`src/rtl/stream_collector.sv`:
```
`default_nettype none
// ============================================================================
//  Module      : stream_collector
//  Description : Packs a stream of DATA_WIDTH items into words of up to
//                ITEM_COUNT slots. A word closes when it is full, when the
//                closing item carries in_last, or (if FLUSH_TIMEOUT > 0) when
//                a partial word has sat idle for FLUSH_TIMEOUT cycles.
//                Storage is an assembly buffer followed by one output
//                register. A completed word that cannot move into the output
//                register is parked as "pending" in the assembly buffer.
//  Revision    : 1.0  initial release
// ----------------------------------------------------------------------------
//  Ports
//    clock      in   rising-edge clock
//    reset      in   asynchronous active-high reset
//    in_data    in   [DATA_WIDTH]             item
//    in_valid   in   item present
//    in_ready   out  item accepted when in_valid && in_ready
//    in_last    in   item ends the current group
//    out_data   out  [DATA_WIDTH*ITEM_COUNT]  packed word, slot 0 in the LSBs
//    out_count  out  [COUNT_BITS]             number of valid slots (1..N)
//    out_valid  out  word present
//    out_ready  in   word consumed when out_valid && out_ready
//    out_last   out  word ends a group
// ============================================================================
module stream_collector #(
  parameter int DATA_WIDTH    = 8,
  parameter int ITEM_COUNT    = 4,
  parameter int COUNT_BITS    = $clog2(ITEM_COUNT + 1),
  parameter int FLUSH_TIMEOUT = 0
) (
  input  logic                             clock,
  input  logic                             reset,
  input  logic [DATA_WIDTH-1:0]            in_data,
  input  logic                             in_valid,
  output logic                             in_ready,
  input  logic                             in_last,
  output logic [DATA_WIDTH*ITEM_COUNT-1:0] out_data,
  output logic [COUNT_BITS-1:0]            out_count,
  output logic                             out_valid,
  input  logic                             out_ready,
  output logic                             out_last
);

  localparam int c_FILL_BITS = $clog2(ITEM_COUNT + 1);
  localparam int c_WORD_BITS = DATA_WIDTH * ITEM_COUNT;
  localparam logic [c_FILL_BITS-1:0] c_LAST_SLOT = c_FILL_BITS'(ITEM_COUNT - 1);
  localparam logic [c_FILL_BITS-1:0] c_FILL_ONE  = c_FILL_BITS'(1);

  // --------------------------------------------------------------------------
  // Assembly buffer
  // --------------------------------------------------------------------------
  logic [c_WORD_BITS-1:0] r_asm;      // slots; unused slots are kept at zero
  logic [c_FILL_BITS-1:0] r_fill;     // number of slots written
  logic                   r_last;     // parked word closes a group
  logic                   r_pending;  // assembly holds a completed word

  // --------------------------------------------------------------------------
  // Output register
  // --------------------------------------------------------------------------
  logic [c_WORD_BITS-1:0] r_out_data;
  logic [COUNT_BITS-1:0]  r_out_count;
  logic                   r_out_last;
  logic                   r_out_valid;

  // --------------------------------------------------------------------------
  // Combinational control
  // --------------------------------------------------------------------------
  logic                   w_accept;       // item handshake this cycle
  logic                   w_out_free;     // output register can take a word
  logic                   w_complete;     // assembly closes a word this cycle
  logic                   w_timeout;      // idle flush fires this cycle
  logic                   w_load;         // output register loads this cycle
  logic [c_WORD_BITS-1:0] w_word;         // assembly including this cycle's item
  logic [c_FILL_BITS-1:0] w_word_count;
  logic                   w_word_last;

  assign in_ready   = !r_pending;
  assign w_accept   = in_valid && !r_pending;
  assign w_out_free = !r_out_valid || out_ready;

  // An accepted item closes the word when it fills the last slot or ends the
  // group. The timeout path can only fire when no item is accepted.
  assign w_complete = (w_accept && ((r_fill == c_LAST_SLOT) || in_last))
                    || w_timeout;

  // A parked word and a freshly completed word are mutually exclusive: while
  // pending, no item is accepted and the idle counter is held at zero.
  assign w_load = (w_complete || r_pending) && w_out_free;

  // Merge the incoming item into slot[fill] so a word completing this cycle
  // can be loaded straight into the output register without a bubble.
  for (genvar gi = 0; gi < ITEM_COUNT; gi++) begin : g_slot
    assign w_word[(gi+1)*DATA_WIDTH-1 -: DATA_WIDTH] =
        (w_accept && (r_fill == c_FILL_BITS'(gi)))
        ? in_data
        : r_asm[(gi+1)*DATA_WIDTH-1 -: DATA_WIDTH];
  end

  assign w_word_count = w_accept ? (r_fill + c_FILL_ONE) : r_fill;
  assign w_word_last  = r_pending ? r_last : (w_accept && in_last);

  // --------------------------------------------------------------------------
  // Idle flush counter
  // --------------------------------------------------------------------------
  if (FLUSH_TIMEOUT > 0) begin : g_flush
    localparam int c_IDLE_BITS = $clog2(FLUSH_TIMEOUT + 1);
    localparam logic [c_IDLE_BITS-1:0] c_IDLE_FIRE = c_IDLE_BITS'(FLUSH_TIMEOUT - 1);
    localparam logic [c_IDLE_BITS-1:0] c_IDLE_ONE  = c_IDLE_BITS'(1);

    logic [c_IDLE_BITS-1:0] r_idle;
    logic                   w_idle;

    // Idle means a partial word sits unparked and no item arrives. fill is
    // always below ITEM_COUNT when not pending, so only the lower bound is
    // tested. An accepted item suppresses the flush in the same cycle.
    assign w_idle    = (r_fill != '0) && !r_pending && !w_accept;
    assign w_timeout = w_idle && (r_idle == c_IDLE_FIRE);

    always_ff @(posedge clock or posedge reset) begin
      if (reset) begin
        r_idle <= '0;
      end else if (w_idle && !w_timeout) begin
        r_idle <= r_idle + c_IDLE_ONE;
      end else begin
        r_idle <= '0;
      end
    end
  end else begin : g_no_flush
    assign w_timeout = 1'b0;
  end

  // --------------------------------------------------------------------------
  // Assembly buffer update
  // --------------------------------------------------------------------------
  always_ff @(posedge clock or posedge reset) begin
    if (reset) begin
      r_asm     <= '0;
      r_fill    <= '0;
      r_last    <= 1'b0;
      r_pending <= 1'b0;
    end else if (w_load) begin
      // Word moves to the output register; restart at slot 0.
      r_asm     <= '0;
      r_fill    <= '0;
      r_last    <= 1'b0;
      r_pending <= 1'b0;
    end else if (w_complete) begin
      // Output register busy: park the finished word in place.
      r_asm     <= w_word;
      r_fill    <= w_word_count;
      r_last    <= w_accept && in_last;
      r_pending <= 1'b1;
    end else if (w_accept) begin
      r_asm     <= w_word;
      r_fill    <= w_word_count;
    end
  end

  // --------------------------------------------------------------------------
  // Output register update
  // --------------------------------------------------------------------------
  always_ff @(posedge clock or posedge reset) begin
    if (reset) begin
      r_out_data  <= '0;
      r_out_count <= '0;
      r_out_last  <= 1'b0;
      r_out_valid <= 1'b0;
    end else if (w_load) begin
      r_out_data  <= w_word;
      r_out_count <= COUNT_BITS'(w_word_count);
      r_out_last  <= w_word_last;
      r_out_valid <= 1'b1;
    end else if (r_out_valid && out_ready) begin
      r_out_data  <= '0;
      r_out_count <= '0;
      r_out_last  <= 1'b0;
      r_out_valid <= 1'b0;
    end
  end

  assign out_data  = r_out_data;
  assign out_count = r_out_count;
  assign out_last  = r_out_last;
  assign out_valid = r_out_valid;

endmodule
`default_nettype wire

```
`config.mk`:
```
export PLATFORM = sky130hd
export DESIGN_NAME = stream_collector
export DESIGN_NICKNAME = d
export VERILOG_FILES = /design/src/rtl/stream_collector.sv
export SDC_FILE = /design/constraint.sdc
export NUM_CORES = 1
export LEC_CHECK = 0
export BUFFER_PORTS_ARGS = -buffer_cell sky130_fd_sc_hd__buf_2
export CAP_MARGIN = 20
export CELL_PAD_IN_SITES_DETAIL_PLACEMENT = 0
export CELL_PAD_IN_SITES_GLOBAL_PLACEMENT = 1
export CORE_ASPECT_RATIO = 1.5
export CORE_MARGIN = 1.5
export CORE_UTILIZATION = 48
export CTS_CLUSTER_DIAMETER = 120
export DETAILED_ROUTE_END_ITERATION = 12
export HOLD_SLACK_MARGIN = 0.06
export PLACE_DENSITY = 0.86
export SYNTH_ARGS = -nofsm -noshare
export SYNTH_HDL_FRONTEND = slang
export SYNTH_SLANG_ARGS = --single-unit
```
`constraint.sdc`:
```
create_clock -name clock -period 5 [get_ports clock]
set_input_delay 0.25 -clock clock [delete_from_list [all_inputs] [get_ports clock]]
set_output_delay 0.25 -clock clock [all_outputs]
set_load 0.005 [all_outputs]
```
---- Word level (Yosys, flattened, before mapping) ----
Index checks and enable logic that the tools add are counted.
operators by class
  $add $sub $neg .......................... 1
  eq/ne operators ......................... 3
  mux-type cells .......................... 23
  reduce and logical (&&, ||, !) cells .... 18
operators by type and width
  kind                                                                   number
  32-bit 2-to-1 mux                                                      5
  8-bit 2-to-1 mux                                                       4
  3-bit 2-to-1 mux                                                       6
  1-bit logical AND                                                      9
  1-bit 2-to-1 mux                                                       8
  3-bit by 2-bit equality test with 1-bit output, second input constant  2
  2-bit nonzero test                                                     2
  3-bit by 1-bit adder with 3-bit output, second input constant          1
  3-bit by 1-bit equality test with 1-bit output, second input constant  1
  3-bit logical NOT                                                      1
  1-bit logical OR                                                       3
  3-bit nonzero test                                                     1
  1-bit logical NOT                                                      2
storage, ports and cells
  flip-flop bits (word level) ............. 74
  output and inout bits ................... 38
  word-level logic and storage cells ...... 53

---- Depth between registers and ports, before layout ----
Gate-level depths: netlist of the first run.
  depth after elaboration ................. 7
  mapped depth ............................ 7
  gate-level depth less buffers ........... 5

---- Least setup slack after synthesis of the first run ----
No wires, ideal clock.
  path type ............................... register to register
  start ................................... register r_fill[0]
  end ..................................... register r_out_data[0], in the netlist out_data[0]
  arrival time ............................ 1.667 ns
  required time ........................... 4.922 ns
  path slack .............................. 3.255 ns
  cell stages (with the launch flop) ...... 7
  clock period less this slack ............ 1.745 ns
  cells stage by stage .................... dfrtp_1 ha_1 ha_1 o21a_4 o31ai_4 buf_6 o2bb2ai_1
on the way
  word-level cells in the longest chain between the ends .. 6
  elaborated cells between the ends (all ways) .. 10
  classes of those cells .................. eq/ne: 1; mux: 2; reduce/logical: 7
ends and longest elaborated chain
  what                                                            RTL line  text
  from (decl)                                                     54        logic [c_FILL_BITS-1:0] r_fill;
  from (signal assigned)                                          151       r_fill <= w_word_count;
  from (signal assigned)                                          156       r_fill <= w_word_count;
  3-bit by 2-bit equality test with 1-bit output                  84        assign w_complete = (w_accept && ((r_fill == c_LAST_SLOT) || in_last))
  1-bit logical OR                                                84
  1-bit logical AND                                               84
  1-bit logical OR                                                89        assign w_load = (w_complete || r_pending) && w_out_free;
  1-bit logical AND                                               89
  32-bit 2-to-1 mux / 2-bit nonzero test (equally long branches)  --
  to (signal assigned)                                            170       r_out_data <= w_word;
  to (decl)                                                       61        logic [c_WORD_BITS-1:0] r_out_data;
Several ways; a longest one is shown, not always the timed one.
A chain may end at the register's enable or synchronous reset.

---- Final worst setup path of the first run ----
  start ................................... register r_fill[0]
  end ..................................... register r_out_data[8], in the netlist out_data[8]
The elaborated chain is that of the path after synthesis.

==> results of run 1 <==
critical path, cell delays in order (launching register included):
cell,delay [ps]
dfrtp_1,420
ha_1,210
ha_1,200
o21a_4,240
o31ai_4,150
buf_4,420
o2bb2ai_1,180
layer usage:
| layer | vias up | routed length (um) | global-route usage, % |
|---|---|---|---|
| met4 | 0 | 130 | 9.58 |
| met3 | 9 | 282 | 5.61 |
| li1 | 882 | - | - |
| met5 | - | 0 | 0 |
| met1 | 963 | 2500 | 26.7 |
| met2 | 51 | 3120 | 30.6 |
cell type report:
| cell class | count | area, um^2 | area share [%] |
|---|---|---|---|
| flip-flops and latches | 74 | 1850 | 53.6 |
| multi-input cells | 127 | 1010 | 29.3 |
| repair buffers | 54 | 280 | 8.12 |
| clock buffers | 14 | 163 | 4.71 |
| well taps | 74 | 92.6 | 2.68 |
| clock inverters | 2 | 35.0 | 1.01 |
| inverters | 5 | 18.8 | 0.543 |
stage by stage:
step | total power [W] | util (%)
floorplan | 0.00125 | -
global placement | 0.00140 | 53.5
detailed placement | 0.00142 | 53.5
global route | 0.00199 | 56.7
finish | 0.00186 | 56.7
CTS | 0.00189 | 56.7
synth_stat cells, types with 2 or more instances:
cell type / n
a22oi_1: 2
and4bb_2: 3
buf_2: 7
buf_4: 4
buf_6: 4
dfrtp_1: 74
ha_1: 5
inv_1: 5
mux2i_1: 33
nor2_1: 38
o2bb2ai_1: 34
o2bb2ai_2: 2
power by group through the flow:
stage	logic, W	registers (W)	clock network, W
3_3_place_gp	0.000516	0.000887	0
6_report	0.000524	0.000882	0.000457
2_1_floorplan	0.000368	0.000880	0
5_1_grt	0.000585	0.000906	0.000495
4_1_cts	0.000534	0.000883	0.000470
3_5_place_dp	0.000533	0.000890	0
sequential cells by signal (all words and copies together), names as in the netlist:
register   cells
r_asm         32
out_data      32
r_last         1
out_valid      1
out_last       1
out_count      3
r_pending      1
r_fill         3
cell families after synthesis:
kind of cell,synth area share (%)
AOI/OAI and AO/OA,13.2
adders and majority gates,2.09
buffers and inverters,4.43
DFF,61.8
muxes,11.4
xor gates and xnor gates,0.292
and+or+nand+nor,6.81
worst max path at each step:
stage	endpoint	slack (ps)	depth (start not counted)
6_report	out_data[8]	3080	6
5_1_grt	out_data[11]	2980	6
4_1_cts	out_data[8]	3080	6
3_5_place_dp	out_data[8]	3100	6
3_3_place_gp	out_data[9]	3140	6
2_1_floorplan	out_count[0]	2870	1
==> results.py, run 1 <==
metrics = {
    "status": {
        "status": "completed",
    },
    "yosys": {
        "synth_cells": 222,
        "synthTopCellsByArea": "dfrtp_1, mux2i_1, o2bb2ai_1",
        "ys_types": 23,
        "synth_edf_count": 0,
        "ys_seq_elements": 74,
        "synth_warnings": 0,
        "synth_top_flop_cell": "dfrtp_1",
        "synth_nets": 240,
        "synth_top_area_share_pct": 61.8,
        "synthArstFlopShare_pct": 100,
        "yosysTopAreaCell": "dfrtp_1",
        "avgSynthCellArea_um2": 13.5,
        "ys_seq_area_share_pct": 61.8,
        "syn_area_mm2": 0.00300,
    },
    "finish": {
        "stdcell_count": 350,
        "fin_area_mm2": 0.00345,
        "final_common_cell": "dfrtp_1",
        "insertedDiodeCount": 0,
        "syn_to_final_growth_pct": 15.2,
        "final_nets": 289,
        "drive_gt1_share_pct": 27.9,
        "layout_common_cells": "dfrtp_1, buf_2, nor2_1",
        "fill_cells": 534,
    },
    "routing": {
        "route.vias.total": 1905,
        "drt-vias-per-instance": 5.44,
        "dr.pass1.iters": 4,
        "drc_errors": 0,
        "finalWirelength_mm": 6.03,
        "ant_nets": 0,
        "wl_per_cell_um": 17.2,
        "first_iter_violations": 58,
    },
    "clocking": {
        "holdBufCountCts": 0,
        "cts_resized": 0,
        "htree_levels": 3,
        "path_clk_slew_ps": 70,
        "cts_sinks": 74,
        "cts_buffer_depth": 2,
        "insertion_delay_ps": 340,
        "root_buffer": "clkbuf_8",
        "cts_made_buffers": 9,
        "cts_tree": "done",
        "post-cts-setup-buffers": 0,
    },
    "setup_path": {
        "cp.arrival_ps": 2190,
        "regToRegStartpoint": "r_fill[0]",
        "rr_worst_depth": 6,
        "path_class": "flip-flop to flip-flop",
        "crit_start": "r_fill[0]",
        "required_ps": 5260,
        "path_max_fanout": 36,
        "rr_endpoint": "out_data[8]",
        "ff2ff_setup_slack_ps": 3080,
        "start_kind": "flip-flop",
        "critPathCaptureType": "flip-flop",
    },
    "power_and_ir_drop": {
        "power.density_mw_per_mm2": 539,
        "clkPwrFrac_pct": 24.5,
        "power_leakage_nw": 1.75,
        "ir_drop_mv": 0.228,
        "swShare_pct": 31.4,
        "combPwrFrac_pct": 28.1,
        "internal_power_w": 0.00128,
        "switchingPower_w": 0.000585,
        "sequentialPowerShare_pct": 47.3,
    },
    "place": {
        "port_buffers": 50,
        "place_area_mm2": 0.00326,
        "place_congestion": 0.749,
        "placed_cells": 334,
        "hpwl_mm": 3.88,
        "place_ws_ps": 3100,
    },
    "grt": {
        "grt_overflow": 0,
        "antenna_found_initial": 0,
        "grt_pass1_vias": 1905,
        "grt.total_usage_pct": 20.2,
        "grt_pass1_wl_mm": 9.82,
        "grt_max_degree": 75,
    },
    "timing": {
        "finalSetupTns_ps": 0,
        "rsz0062_at_grt": "no",
        "period_needed_ps": 1920,
        "max_slew_margin_pct": 40.7,
        "finalCritPeriodShare_pct": 38.5,
        "fmax_mhz": 520,
        "holdWs_ps": 155,
        "drv_slew": 0,
        "finClkSkew_ps": 3.67,
        "tightest_slew_ps": 890,
        "finalWorstSetupSlack_ps": 3080,
        "setup_viol": 0,
        "hold_viol": 0,
    },
    "flow_run": {
        "maxCapViolCount": 0,
    },
    "floorplanning": {
        "die_y_um": 99.8,
        "initial_core_util_pct": 49.2,
        "core_mm2": 0.00609,
        "ioPinCount": 51,
        "rows": 35,
        "fp.dieW_um": 67.5,
        "die_area_mm2": 0.00674,
    },
    "hold_path": {
        "hp-class": "input pin to async pin",
    },
}
(Power assumes the default switching activity.)
==> inputs of run 2 (changes only) <==
--- a/config.mk
+++ b/config.mk
@@ -5,17 +5,18 @@
 export SDC_FILE = /design/constraint.sdc
 export NUM_CORES = 1
 export LEC_CHECK = 0
+export ABC_AREA = 1
 export BUFFER_PORTS_ARGS = -buffer_cell sky130_fd_sc_hd__buf_2
 export CAP_MARGIN = 20
 export CELL_PAD_IN_SITES_DETAIL_PLACEMENT = 0
 export CELL_PAD_IN_SITES_GLOBAL_PLACEMENT = 1
 export CORE_ASPECT_RATIO = 1.5
 export CORE_MARGIN = 1.5
-export CORE_UTILIZATION = 48
+export CORE_UTILIZATION = 41
 export CTS_CLUSTER_DIAMETER = 120
 export DETAILED_ROUTE_END_ITERATION = 12
 export HOLD_SLACK_MARGIN = 0.06
-export PLACE_DENSITY = 0.86
+export PLACE_DENSITY = 0.81
 export SYNTH_ARGS = -nofsm -noshare
 export SYNTH_HDL_FRONTEND = slang
 export SYNTH_SLANG_ARGS = --single-unit
==> constraint.sdc (replaced) <==
create_clock -name clock -period 1.8 [get_ports clock]
set_input_delay 0.09 -clock clock [delete_from_list [all_inputs] [get_ports clock]]
set_output_delay 0.09 -clock clock [all_outputs]
set_load 0.005 [all_outputs]
==> results.py, run 2 <==
metrics = {
    "status": {
        "status": "completed",
    },
    "finish": {
        "insertedDiodeCount": 0,
        "stdcell_count": 550,
        "final_util_pct": 53.1,
        "final_nets": 461,
        "final_common_cell": "nand2_1",
        "layout_common_cells": "nand2_1, dfrtp_1, buf_2",
        "drive_gt1_share_pct": 20.3,
        "syn_to_final_growth_pct": 25.8,
    },
    "yosys": {
        "synth_warnings": 0,
        "yosysTopAreaCell": "dfrtp_1",
        "synth_top_flop_cell": "dfrtp_1",
        "synth_common_cells": "nand2_1, dfrtp_1, nand3_1, a21oi_1, inv_1",
        "avgSynthCellArea_um2": 8.33,
        "synth_top_area_share_pct": 58.0,
        "ys_types": 19,
        "synth_nets": 401,
        "synth_edf_count": 0,
        "synthArstFlopShare_pct": 100,
        "syn_area_mm2": 0.00319,
        "ys_seq_area_share_pct": 58.0,
        "synth_cells": 383,
        "yosysMostFrequentCell": "nand2_1",
        "synthTopCellsByArea": "dfrtp_1, nand2_1, nand3_1",
        "ys_seq_elements": 74,
    },
    "setup_path": {
        "path_class": "flip-flop to flip-flop",
        "slowest_stage": "dfrtp_1",
        "start_kind": "flip-flop",
        "crit_family": "adder cells",
        "path_max_fanout": 18,
        "required_ps": 2070,
        "critPathCaptureType": "flip-flop",
        "cp_slowest_stage_delay_ps": 390,
        "cp.arrival_ps": 1920,
        "crit_chain": "ha_1 -> ha_1 -> o21ai_2 -> nand3_1 -> nand2_2 -> buf_12 -> nand2_1 -> nand2_1",
        "path_buf_inv": 1,
    },
    "timing": {
        "finalSetupTns_ps": 0,
        "tightest_slew_ps": 400,
        "finalCritPeriodShare_pct": 91.6,
        "rsz0062_at_grt": "no",
        "hold_viol": 0,
        "setup_viol": 0,
        "max_slew_margin_pct": 73.2,
        "period_needed_ps": 1650,
        "drv_slew": 0,
        "finClkSkew_ps": 6.81,
        "fmax_mhz": 607,
    },
    "clocking": {
        "cts_buffer_depth": 2,
        "cts_tree": "done",
        "cts_resized": 0,
        "cts_sinks": 74,
        "root_buffer": "clkbuf_16",
        "cts_made_buffers": 9,
        "path_clk_slew_ps": 60,
        "insertion_delay_ps": 340,
        "htree_levels": 3,
    },
    "hold_path": {
        "hp-class": "input pin to flip-flop",
    },
    "grt": {
        "grt_overflow": 0,
        "antenna_found_initial": 0,
        "grt_pass1_vias": 2448,
        "grt_max_degree": 39,
        "grt.total_usage_pct": 18.6,
        "grt_pass1_wl_mm": 11.6,
    },
    "power_and_ir_drop": {
        "swShare_pct": 31.6,
        "power.density_mw_per_mm2": 1560,
        "clkPwrFrac_pct": 32.8,
        "combPwrFrac_pct": 28.9,
        "ir_drop_mv": 0.648,
        "internal_power_w": 0.00427,
        "switchingPower_w": 0.00198,
        "sequentialPowerShare_pct": 38.3,
        "power_leakage_nw": 2.36,
    },
    "place": {
        "port_buffers": 50,
        "placed_cells": 533,
        "place_congestion": 0.735,
        "hpwl_mm": 4.85,
    },
    "floorplanning": {
        "rows": 39,
        "fp.dieW_um": 75.0,
        "core_mm2": 0.00756,
        "die_area_mm2": 0.00833,
        "ioPinCount": 51,
        "die_y_um": 111,
        "initial_core_util_pct": 42.2,
    },
    "routing": {
        "route.vias.total": 2575,
        "drt-vias-per-instance": 4.68,
        "drc_errors": 0,
        "wl_per_cell_um": 12.7,
        "first_iter_violations": 168,
        "ant_nets": 0,
        "finalWirelength_mm": 6.99,
        "dr.pass1.iters": 4,
    },
    "flow_run": {
        "maxCapViolCount": 0,
    },
}
==> run 2: cell types whose count changed in the layout (fill, tap and decap cells not counted), moves of 18 or more <==
cell | before | now
mux2i_1 | 33 | 0
nor2_1 | 38 | 2
inv_1 | 4 | 22
nand2_1 | 1 | 196
o2bb2ai_1 | 34 | 0
nand3_1 | 0 | 25
a21oi_1 | 0 | 24
==> run 2: logic make-up (layout without fill, tap and decap cells) <==
group                    Yosys count  count (layout)  share of synthesized area [%]
XOR/XNOR                           1               1                          0.274
adder cells (fa/ha/maj)            5               5                           1.96
flip-flops                        74              74                           58.0
AND/OR/NAND/NOR                  236             236                           29.9
buffers and inverters             37             102                           4.90
AO/OA/AOI/OAI                     30              30                           4.94
==> run 2: timing repair <==
action                                 4_1_cts  5_1_grt
endpoints found under the hold margin       15        0
hold buffers                                 1        0
setup buffers                                0        0
setup endpoints to repair                    0        1
==> run 2: path summary, 6_finish.rpt <==
kind | start | depth (start not counted) | slack (ps) | end
max | r_fill[0] | 8 | 150 | out_data[17]
min | in_data[1] | 3 | 90 | r_asm[9]
max reg2reg | r_fill[0] | 8 | 150 | out_data[17]
min reg2reg | out_data[4] | 2 | 460 | out_data[4]
max in group asynchronous | reset | 4 | 920 | out_data[16]
min in group asynchronous | reset | 3 | 290 | out_data[7]
==> run 2: metrics by stage <==
| step | setup WS, ps | hold slack (ps) | power (W) | instance area (um^2) |
|---|---|---|---|---|
| CTS | 129 | 78.9 | 0.00632 | 4020 |
| floorplan | 254 | 268 | 0.00356 | 3200 |
| global placement | 179 | 109 | 0.00421 | 3660 |
| global route | 4.55 | 96.3 | 0.00667 | 4020 |
| detailed placement | 148 | 109 | 0.00425 | 3660 |
| finish | 152 | 90.1 | 0.00625 | 4020 |
==> run 2: layout make-up <==
cell class / count / area (um^2)
Inverter: 23 / 90.1
Tap cell: 102 / 128
Sequential cell: 74 / 1850
Fill cell: 756 / 3550
Multi-Input combinational cell: 272 / 1190
Clock buffer: 9 / 225
Timing Repair Buffer: 63 / 413
Clock inverter: 7 / 118
==> run 2: power by group through the flow <==
stage | sequential (W) | clock, W | combinational, W
6_report | 0.00239 | 0.00205 | 0.00180
5_1_grt | 0.00245 | 0.00214 | 0.00208
4_1_cts | 0.00240 | 0.00208 | 0.00184
3_5_place_dp | 0.00243 | 0 | 0.00183
3_3_place_gp | 0.00241 | 0 | 0.00180
2_1_floorplan | 0.00243 | 0 | 0.00113
==> run 2: layer usage <==
layer	part of all wire, %	global-route usage, %	vias up
met3	3.9	4.91	12
met1	44	24.7	1211
met5	0	0	-
met4	2.0	7.64	0
li1	-	-	1301
met2	50	28.6	51
==> run 2: tightest hold or removal path, cell delays in order <==
cell	delay [ps]
buf_2	130
nand3_1	100
a21oi_1	60
